===== src/rtl/tm_pkg.sv =====
// Shared definitions for the tape SPI target: opcodes, field widths and FSM state encoding.
package tm_pkg;

    localparam int unsigned TM_OP_BITS   = 8;
    localparam int unsigned TM_ADDR_BITS = 16;
    localparam int unsigned TM_DATA_BITS = 8;

    localparam logic [TM_OP_BITS-1:0] TM_SPI_OP_READ  = 8'h03;
    localparam logic [TM_OP_BITS-1:0] TM_SPI_OP_WRITE = 8'h02;

    typedef enum logic [2:0] {
        StIdle,
        StCmd,
        StAddr,
        StRd,
        StWr,
        StIgnore,
        StDone
    } tm_tgt_state_t;

endpackage


===== src/rtl/tm_sync_edge.sv =====
// N-stage synchronizer for an asynchronous input, with single-cycle rise/fall pulses
// derived from the synchronized value.
module tm_sync_edge #(
    parameter int unsigned Stages   = 2,
    parameter bit          ResetVal = 1'b0
) (
    input  logic clk,
    input  logic rst_n,
    input  logic d_i,
    output logic q_o,
    output logic rise_o,
    output logic fall_o
);

    logic [Stages-1:0] sync_q;
    logic              prev_q;

    always_ff @(posedge clk or negedge rst_n) begin
        if (!rst_n) begin
            sync_q <= {Stages{ResetVal}};
            prev_q <= ResetVal;
        end else begin
            sync_q <= (sync_q << 1) | Stages'(d_i);
            prev_q <= sync_q[Stages-1];
        end
    end

    assign q_o    = sync_q[Stages-1];
    assign rise_o = sync_q[Stages-1] & ~prev_q;
    assign fall_o = ~sync_q[Stages-1] & prev_q;

endmodule


===== src/rtl/tm_tape_spi_target.sv =====
// SPI mode-0 SRAM responder (READ 0x03 / WRITE 0x02, 16-bit address) with a host side-port.
// Define TM_TAPE_TARGET_SEQ_EN for sequential (auto-increment) data phases.
module tm_tape_spi_target
    import tm_pkg::*;
#(
    parameter int unsigned ADDR_BITS   = 8,
    parameter int unsigned SYNC_STAGES = 2
) (
    input  logic                 clk,
    input  logic                 rst_n,
    input  logic                 spi_sck,
    input  logic                 spi_cs,
    input  logic                 spi_mosi,
    output logic                 spi_miso,
    input  logic                 host_we_i,
    input  logic [ADDR_BITS-1:0] host_addr_i,
    input  logic [7:0]           host_wdata_i,
    output logic [7:0]           host_rdata_o,
    output logic                 busy_o,
    output logic                 err_o
);

    logic sck_s, sck_rise, sck_fall;
    logic cs_s, cs_rise, cs_fall;
    logic mosi_s, mosi_rise, mosi_fall;

    tm_sync_edge #(.Stages(SYNC_STAGES), .ResetVal(1'b0)) u_sync_sck (
        .clk    (clk),
        .rst_n  (rst_n),
        .d_i    (spi_sck),
        .q_o    (sck_s),
        .rise_o (sck_rise),
        .fall_o (sck_fall)
    );

    // CS resets to its idle (high) level so busy_o is clear out of reset.
    tm_sync_edge #(.Stages(SYNC_STAGES), .ResetVal(1'b1)) u_sync_cs (
        .clk    (clk),
        .rst_n  (rst_n),
        .d_i    (spi_cs),
        .q_o    (cs_s),
        .rise_o (cs_rise),
        .fall_o (cs_fall)
    );

    tm_sync_edge #(.Stages(SYNC_STAGES), .ResetVal(1'b0)) u_sync_mosi (
        .clk    (clk),
        .rst_n  (rst_n),
        .d_i    (spi_mosi),
        .q_o    (mosi_s),
        .rise_o (mosi_rise),
        .fall_o (mosi_fall)
    );

    logic [7:0] mem [2**ADDR_BITS];

    tm_tgt_state_t            state_q, state_d;
    logic [4:0]               cnt_q, cnt_d;
    logic [TM_OP_BITS-1:0]    cmd_q, cmd_d;
    logic [TM_ADDR_BITS-1:0]  addr_q, addr_d;
    logic [6:0]               rx_q, rx_d;
    logic [TM_DATA_BITS-1:0]  tx_q, tx_d;
    logic                     miso_q, miso_d;
    logic                     err_q, err_d;
    logic                     ld_q, ld_d;
    logic                     mem_we;
    logic [7:0]               spi_wdata;
    logic [7:0]               spi_rdata;

    assign spi_wdata = {rx_q, mosi_s};
    assign spi_rdata = mem[addr_q[ADDR_BITS-1:0]];

    always_comb begin
        state_d = state_q;
        cnt_d   = cnt_q;
        cmd_d   = cmd_q;
        addr_d  = addr_q;
        rx_d    = rx_q;
        tx_d    = tx_q;
        miso_d  = miso_q;
        err_d   = err_q;
        ld_d    = ld_q;
        mem_we  = 1'b0;

        if (state_q != StIdle && cs_s) begin
            // Abort: any partial byte is simply dropped with the shift registers.
            state_d = StIdle;
            cnt_d   = '0;
            cmd_d   = '0;
            addr_d  = '0;
            rx_d    = '0;
            tx_d    = '0;
            miso_d  = 1'b0;
            ld_d    = 1'b0;
        end else begin
            unique case (state_q)
                StIdle: begin
                    if (cs_fall) begin
                        state_d = StCmd;
                        cnt_d   = '0;
                        miso_d  = 1'b0;
                    end
                end
                StCmd: begin
                    if (sck_rise) begin
                        cmd_d = {cmd_q[6:0], mosi_s};
                        cnt_d = cnt_q + 5'd1;
                        if (cnt_q == 5'd7) begin
                            cnt_d = '0;
                            if (cmd_d == TM_SPI_OP_READ || cmd_d == TM_SPI_OP_WRITE) begin
                                state_d = StAddr;
                            end else begin
                                state_d = StIgnore;
                                err_d   = 1'b1;
                            end
                        end
                    end
                end
                StAddr: begin
                    if (sck_rise) begin
                        addr_d = {addr_q[14:0], mosi_s};
                        cnt_d  = cnt_q + 5'd1;
                        if (cnt_q == 5'd15) begin
                            cnt_d = '0;
                            if (cmd_q == TM_SPI_OP_READ) begin
                                state_d = StRd;
                                ld_d    = 1'b1;
                            end else begin
                                state_d = StWr;
                            end
                        end
                    end
                end
                StRd: begin
                    if (ld_q) begin
                        tx_d = spi_rdata;
                        ld_d = 1'b0;
                    end else if (sck_fall) begin
                        miso_d = tx_q[7];
                        tx_d   = {tx_q[6:0], 1'b0};
                    end
                    if (sck_rise) begin
                        cnt_d = cnt_q + 5'd1;
                        if (cnt_q == 5'd7) begin
                            cnt_d = '0;
`ifdef TM_TAPE_TARGET_SEQ_EN
                            addr_d = addr_q + 16'd1;
                            ld_d   = 1'b1;
`else
                            state_d = StDone;
                            miso_d  = 1'b0;
`endif
                        end
                    end
                end
                StWr: begin
                    if (sck_rise) begin
                        rx_d  = {rx_q[5:0], mosi_s};
                        cnt_d = cnt_q + 5'd1;
                        if (cnt_q == 5'd7) begin
                            mem_we = 1'b1;
                            cnt_d  = '0;
                            rx_d   = '0;
`ifdef TM_TAPE_TARGET_SEQ_EN
                            addr_d = addr_q + 16'd1;
`else
                            state_d = StDone;
`endif
                        end
                    end
                end
                StIgnore, StDone: begin
                    miso_d = 1'b0;
                end
                default: begin
                    state_d = StIdle;
                end
            endcase
        end
    end

    always_ff @(posedge clk or negedge rst_n) begin
        if (!rst_n) begin
            state_q <= StIdle;
            cnt_q   <= '0;
            cmd_q   <= '0;
            addr_q  <= '0;
            rx_q    <= '0;
            tx_q    <= '0;
            miso_q  <= 1'b0;
            err_q   <= 1'b0;
            ld_q    <= 1'b0;
        end else begin
            state_q <= state_d;
            cnt_q   <= cnt_d;
            cmd_q   <= cmd_d;
            addr_q  <= addr_d;
            rx_q    <= rx_d;
            tx_q    <= tx_d;
            miso_q  <= miso_d;
            err_q   <= err_d;
            ld_q    <= ld_d;
        end
    end

    // Memory has no reset; the SPI side owns it while CS is asserted.
    always_ff @(posedge clk) begin
        if (mem_we) begin
            mem[addr_q[ADDR_BITS-1:0]] <= spi_wdata;
        end else if (host_we_i && !busy_o) begin
            mem[host_addr_i] <= host_wdata_i;
        end
    end

    assign host_rdata_o = mem[host_addr_i];
    assign busy_o       = ~cs_s;
    assign err_o        = err_q;
    assign spi_miso     = miso_q;

    logic unused_sigs;
    assign unused_sigs = ^{sck_s, cs_rise, mosi_rise, mosi_fall, addr_q[15]};

endmodule


===== config.mk =====
export PLATFORM = sky130hd
export DESIGN_NAME = tm_tape_spi_target
export DESIGN_NICKNAME = d
export VERILOG_FILES = /design/src/rtl/tm_pkg.sv /design/src/rtl/tm_sync_edge.sv /design/src/rtl/tm_tape_spi_target.sv
export SDC_FILE = /design/constraint.sdc
export NUM_CORES = 2
export LEC_CHECK = 0
export ABC_AREA = 0
export CAP_MARGIN = 20
export CORE_MARGIN = 8
export CORE_UTILIZATION = 62
export DETAILED_ROUTE_END_ITERATION = 12
export DONT_BUFFER_PORTS = 1
export PLACE_DENSITY = 0.76
export SLEW_MARGIN = 20
export SYNTH_ARGS = -nofsm -noshare
export SYNTH_HDL_FRONTEND = slang
export SYNTH_SLANG_ARGS = --single-unit

===== constraint.sdc =====
create_clock -name clk -period 11 [get_ports clk]
set_input_delay 1.65 -clock clk [delete_from_list [all_inputs] [get_ports clk]]
set_output_delay 1.65 -clock clk [all_outputs]
set_load 0.1 [all_outputs]

==> run summary <==
Placed insts -> 6,611
Unrepaired setup endpoints after global routing -> no
Final std cells w/o fill -> 7,013
Hold buffers post-CTS -> 0
Failing checks -> max-slew violations
Simple-Gate Fraction of Synth Area -> 2.79%
Layout area overhead -> 8.81%
Starting DRC count in detailed routing -> 9,291
Sw power -> 4.24 mW
Seq pwr share -> 52.4%
Htree depth -> 4
Root Driver -> clkbuf_16
Final period utilization -> 75.6%
Status -> finished, violations left
Die span in y -> 412 microns
Post_cts resized -> 0
TritonCTS sink count -> 2,098
Headroom to the max-slew limit -> -47.2%
Actual slew at the worst max-slew pin -> 2.21 ns
Core box area -> 0.156 sq mm
Clock latency on the worst-skew pair -> 0.85 ns
Die area -> 0.170 sq mm
Kind of critical path -> in -> out
Max Root-Sink Buffers -> 3
GRT Total Usage -> 33.4%
I/O pin count -> 33
CTS tree -> yes
GRT overflow -> 0
Post-synthesis sequential area ratio -> 64.4%
Final Hold Fails -> 0
Vias per Instance -> 7.88
Vias in the first global route -> 54,600
Mapped Cells -> 4,828
Via count -> 55,300
Die X -> 412 microns
Sw frac -> 23.6%
Register area -> 0.0628 sq mm
Largest family of logic cells by synthesized area -> multiplexers
Share of layout cells above drive strength 1 -> 32.9%
FMAX -> 0.120 GHz
Mapped Area -> 0.0975 sq mm
Final setup fails -> 0
EDFF count, synth -> 2,048
Worst Path Arrival -> 6.67 ns
Post-CTS Setup Repair Bufs -> 0
Initial Utilization -> 62.4%
Gate power share -> 9.6%
Drt drc -> 0
Max Cap Violations -> 0
Routability cong. -> 0.909
VDD IR-drop max -> 0.185 mV
Ranking of synthesized cells by area -> edfxtp_1, mux4_2, dfrtp_1
# rows -> 145
IO buf count -> 0
Fin crit period -> 8.32 ns
Clock slew at reported path FFs -> 0.06 ns
Post-synth ARST share -> 2.38%
Global-route wire length before repair -> 402,000 microns
LEAKAGE -> 32.2 nW
Post-DRT Antenna Nets -> 0
Xor/xnor share of the synthesized area -> 0.0180%
Top FF cell, synth -> edfxtp_1
Critical path fanouts, max -> 119
Mux contribution to synthesized area -> 27.7%
Mapped Avg Cell Area -> 20.2 sq um
Yosys cell types -> 62
Worst hold path type -> reg -> reg
Post-synth top area cell -> edfxtp_1
Post-synthesis adder-cell area fraction -> 0.0385%
Area of the multi-input gates -> 0.0331 sq mm
Wirelength per Cell -> 40.4 microns
Compound-Gate Fraction of Synth Area -> 3.20%
Initial antenna violation count -> 15
Clock skew -> 0.0470 ns
Total wire length -> 283,000 microns
Worst Path Required -> 9.35 ns
TritonRoute pass-1 iters -> 8
Seq cells post-synth -> 2,098
Syn Nets -> 4,853
CTS Buf Count -> 208
CP startpoint kind -> primary input
Final number of max-transition violations -> 299
Post-DP HPWL -> 171,000 microns
Fillers -> 9,575
Internal -> 13.7 mW
Largest net degree at the start of global routing -> 517
PwrDens -> 169 mW/mm^2
Share of the synthesized area in the top cell type -> 63.1%
Post-route setup TNS -> 0 ns
Clock network power share -> 38.0%
Crit end category -> primary output
Total number of yosys warnings -> 0
Final net count -> 4,796
cell usage after synthesis (7+ instances only):
| cell | n |
|---|---|
| a211oi_1 | 12 |
| a21oi_1 | 77 |
| a221oi_1 | 20 |
| a22o_1 | 37 |
| a22oi_1 | 117 |
| a31oi_1 | 15 |
| a32oi_1 | 8 |
| and2_1 | 11 |
| and3_1 | 9 |
| buf_1 | 43 |
| buf_2 | 100 |
| buf_4 | 38 |
| buf_6 | 9 |
| clkbuf_1 | 200 |
| dfrtp_1 | 47 |
| edfxtp_1 | 2048 |
| inv_1 | 8 |
| mux2i_1 | 99 |
| mux4_2 | 1153 |
| nand2_1 | 167 |
| nand2b_1 | 13 |
| nand3_1 | 40 |
| nand3b_1 | 7 |
| nor2_1 | 294 |
| nor2b_1 | 19 |
| nor3_1 | 14 |
| nor3b_1 | 7 |
| nor4_1 | 17 |
| o211ai_1 | 11 |
| o21ai_0 | 31 |
| o221ai_1 | 14 |
| o22ai_1 | 56 |
| or3_1 | 7 |
| or4_1 | 9 |
power groups by stage:
stage / clock [mW] / combinational, mW / sequential, mW
6_report: 6.83 / 1.73 / 9.40
5_1_grt: 7.14 / 1.80 / 9.41
4_1_cts: 6.84 / 1.62 / 9.40
3_5_place_dp: 0 / 1.62 / 9.57
3_3_place_gp: 0 / 1.57 / 9.56
2_1_floorplan: 0 / 1.18 / 9.73
stage by stage:
step | power (mW) | hold WS [ns] | utilization [%] | cell area, sq um | worst slack, ns
floorplan | 10.9 | 0.331 | - | 97500 | 4.78
global placement | 11.1 | 0.345 | 63.6 | 99300 | 4.35
detailed placement | 11.2 | 0.348 | 63.6 | 99400 | 4.38
CTS | 17.9 | 0.362 | 67.7 | 106000 | 4.28
global route | 18.4 | 0.366 | 67.9 | 106000 | 2.47
finish | 18.0 | 0.359 | 67.9 | 106000 | 2.68
worst paths after layout:
kind | end | slack [ns] | startpoint | cells past startpoint
setup / recovery | host_rdata_o[2] | 2.68 | host_addr_i[0] | 8
min in group asynchronous | addr_q[3]$_DFFE_PN0P_ | 0.50 | rst_n | 0
setup reg to reg | tx_q[7]$_DFFE_PN0P_ | 5.69 | addr_q[0]$_DFFE_PN0P_ | 9
hold / removal | u_sync_cs.sync_q[1]$_DFF_PN1_ | 0.36 | u_sync_cs.sync_q[0]$_DFF_PN1_ | 0
max in group asynchronous | u_sync_cs.prev_q$_DFF_PN1_ | 10.30 | rst_n | 0
hold reg to reg | u_sync_cs.sync_q[1]$_DFF_PN1_ | 0.36 | u_sync_cs.sync_q[0]$_DFF_PN1_ | 0
area by class of cell:
class | count | area share, %
antenna | 6 | 0.0142
clock buffer | 261 | 5.14
clock inverter | 127 | 0.936
inverter | 12 | 0.0448
multi-input combinational | 2328 | 31.2
sequential | 2098 | 59.2
tap | 2058 | 2.43
timing repair buffer | 123 | 1.06
worst max-delay path: stages:
cell and delay [ns]:
buf_16 0.63, buf_16 0.52, buf_16 0.57, mux4_2 0.61
mux4_2 0.55, a22oi_1 0.55, a21oi_1 0.23, or4_1 1.04
layout by cell type (no fill, tap or decap), types with 8 or more instances in the layout:
| cell | n |
|---|---|
| nor2_2 | 36 |
| mux2i_1 | 99 |
| nand2_1 | 159 |
| clkbuf_1 | 51 |
| a211oi_1 | 12 |
| nor4_1 | 16 |
| nand2b_1 | 13 |
| o22ai_1 | 56 |
| or4_1 | 9 |
| dfrtp_1 | 43 |
| o21ai_0 | 30 |
| clkinv_2 | 37 |
| a32oi_1 | 8 |
| inv_6 | 8 |
| nand3_1 | 40 |
| clkbuf_16 | 210 |
| nor2_1 | 256 |
| and2_1 | 8 |
| o211ai_1 | 11 |
| o221ai_1 | 14 |
| buf_4 | 108 |
| a22o_1 | 37 |
| a31oi_1 | 15 |
| nand2_4 | 8 |
| and3_1 | 9 |
| nor2b_1 | 15 |
| bufinv_16 | 13 |
| a221oi_1 | 20 |
| edfxtp_1 | 2048 |
| a21oi_1 | 77 |
| nor3_1 | 14 |
| clkinv_1 | 62 |
| a22oi_1 | 117 |
| mux4_2 | 1153 |
state kept, by name, summed over array words and instances, names as in the netlist, 2 cells and up:
name	count
tx_q	8
u_sync_mosi.sync_q	2
u_sync_sck.sync_q	2
mem	2048
cnt_q	5
u_sync_cs.sync_q	2
cmd_q	8
state_q	3
addr_q	8
rx_q	7
routing by layer:
layer | wire length, microns | global-route usage [%] | share of wire (%)
met3 | 40700 | 10.6 | 14
met5 | 107 | 0 | 0.038
met1 | 96300 | 45.6 | 34
met4 | 17800 | 17.5 | 6.3
met2 | 128000 | 48.8 | 45
logic make-up (layout without fill, tap and decap cells):
| group | Yosys count | after routing |
|---|---|---|
| fa+ha+maj | 3 | 3 |
| buf+inv | 402 | 523 |
| flops | 2098 | 2098 |
| other cells | 0 | 6 |
| compound gates | 446 | 446 |
| xor+xnor | 2 | 2 |
| mux | 1253 | 1253 |
| simple gates | 624 | 624 |
Power figures use the tool's default switching activity.
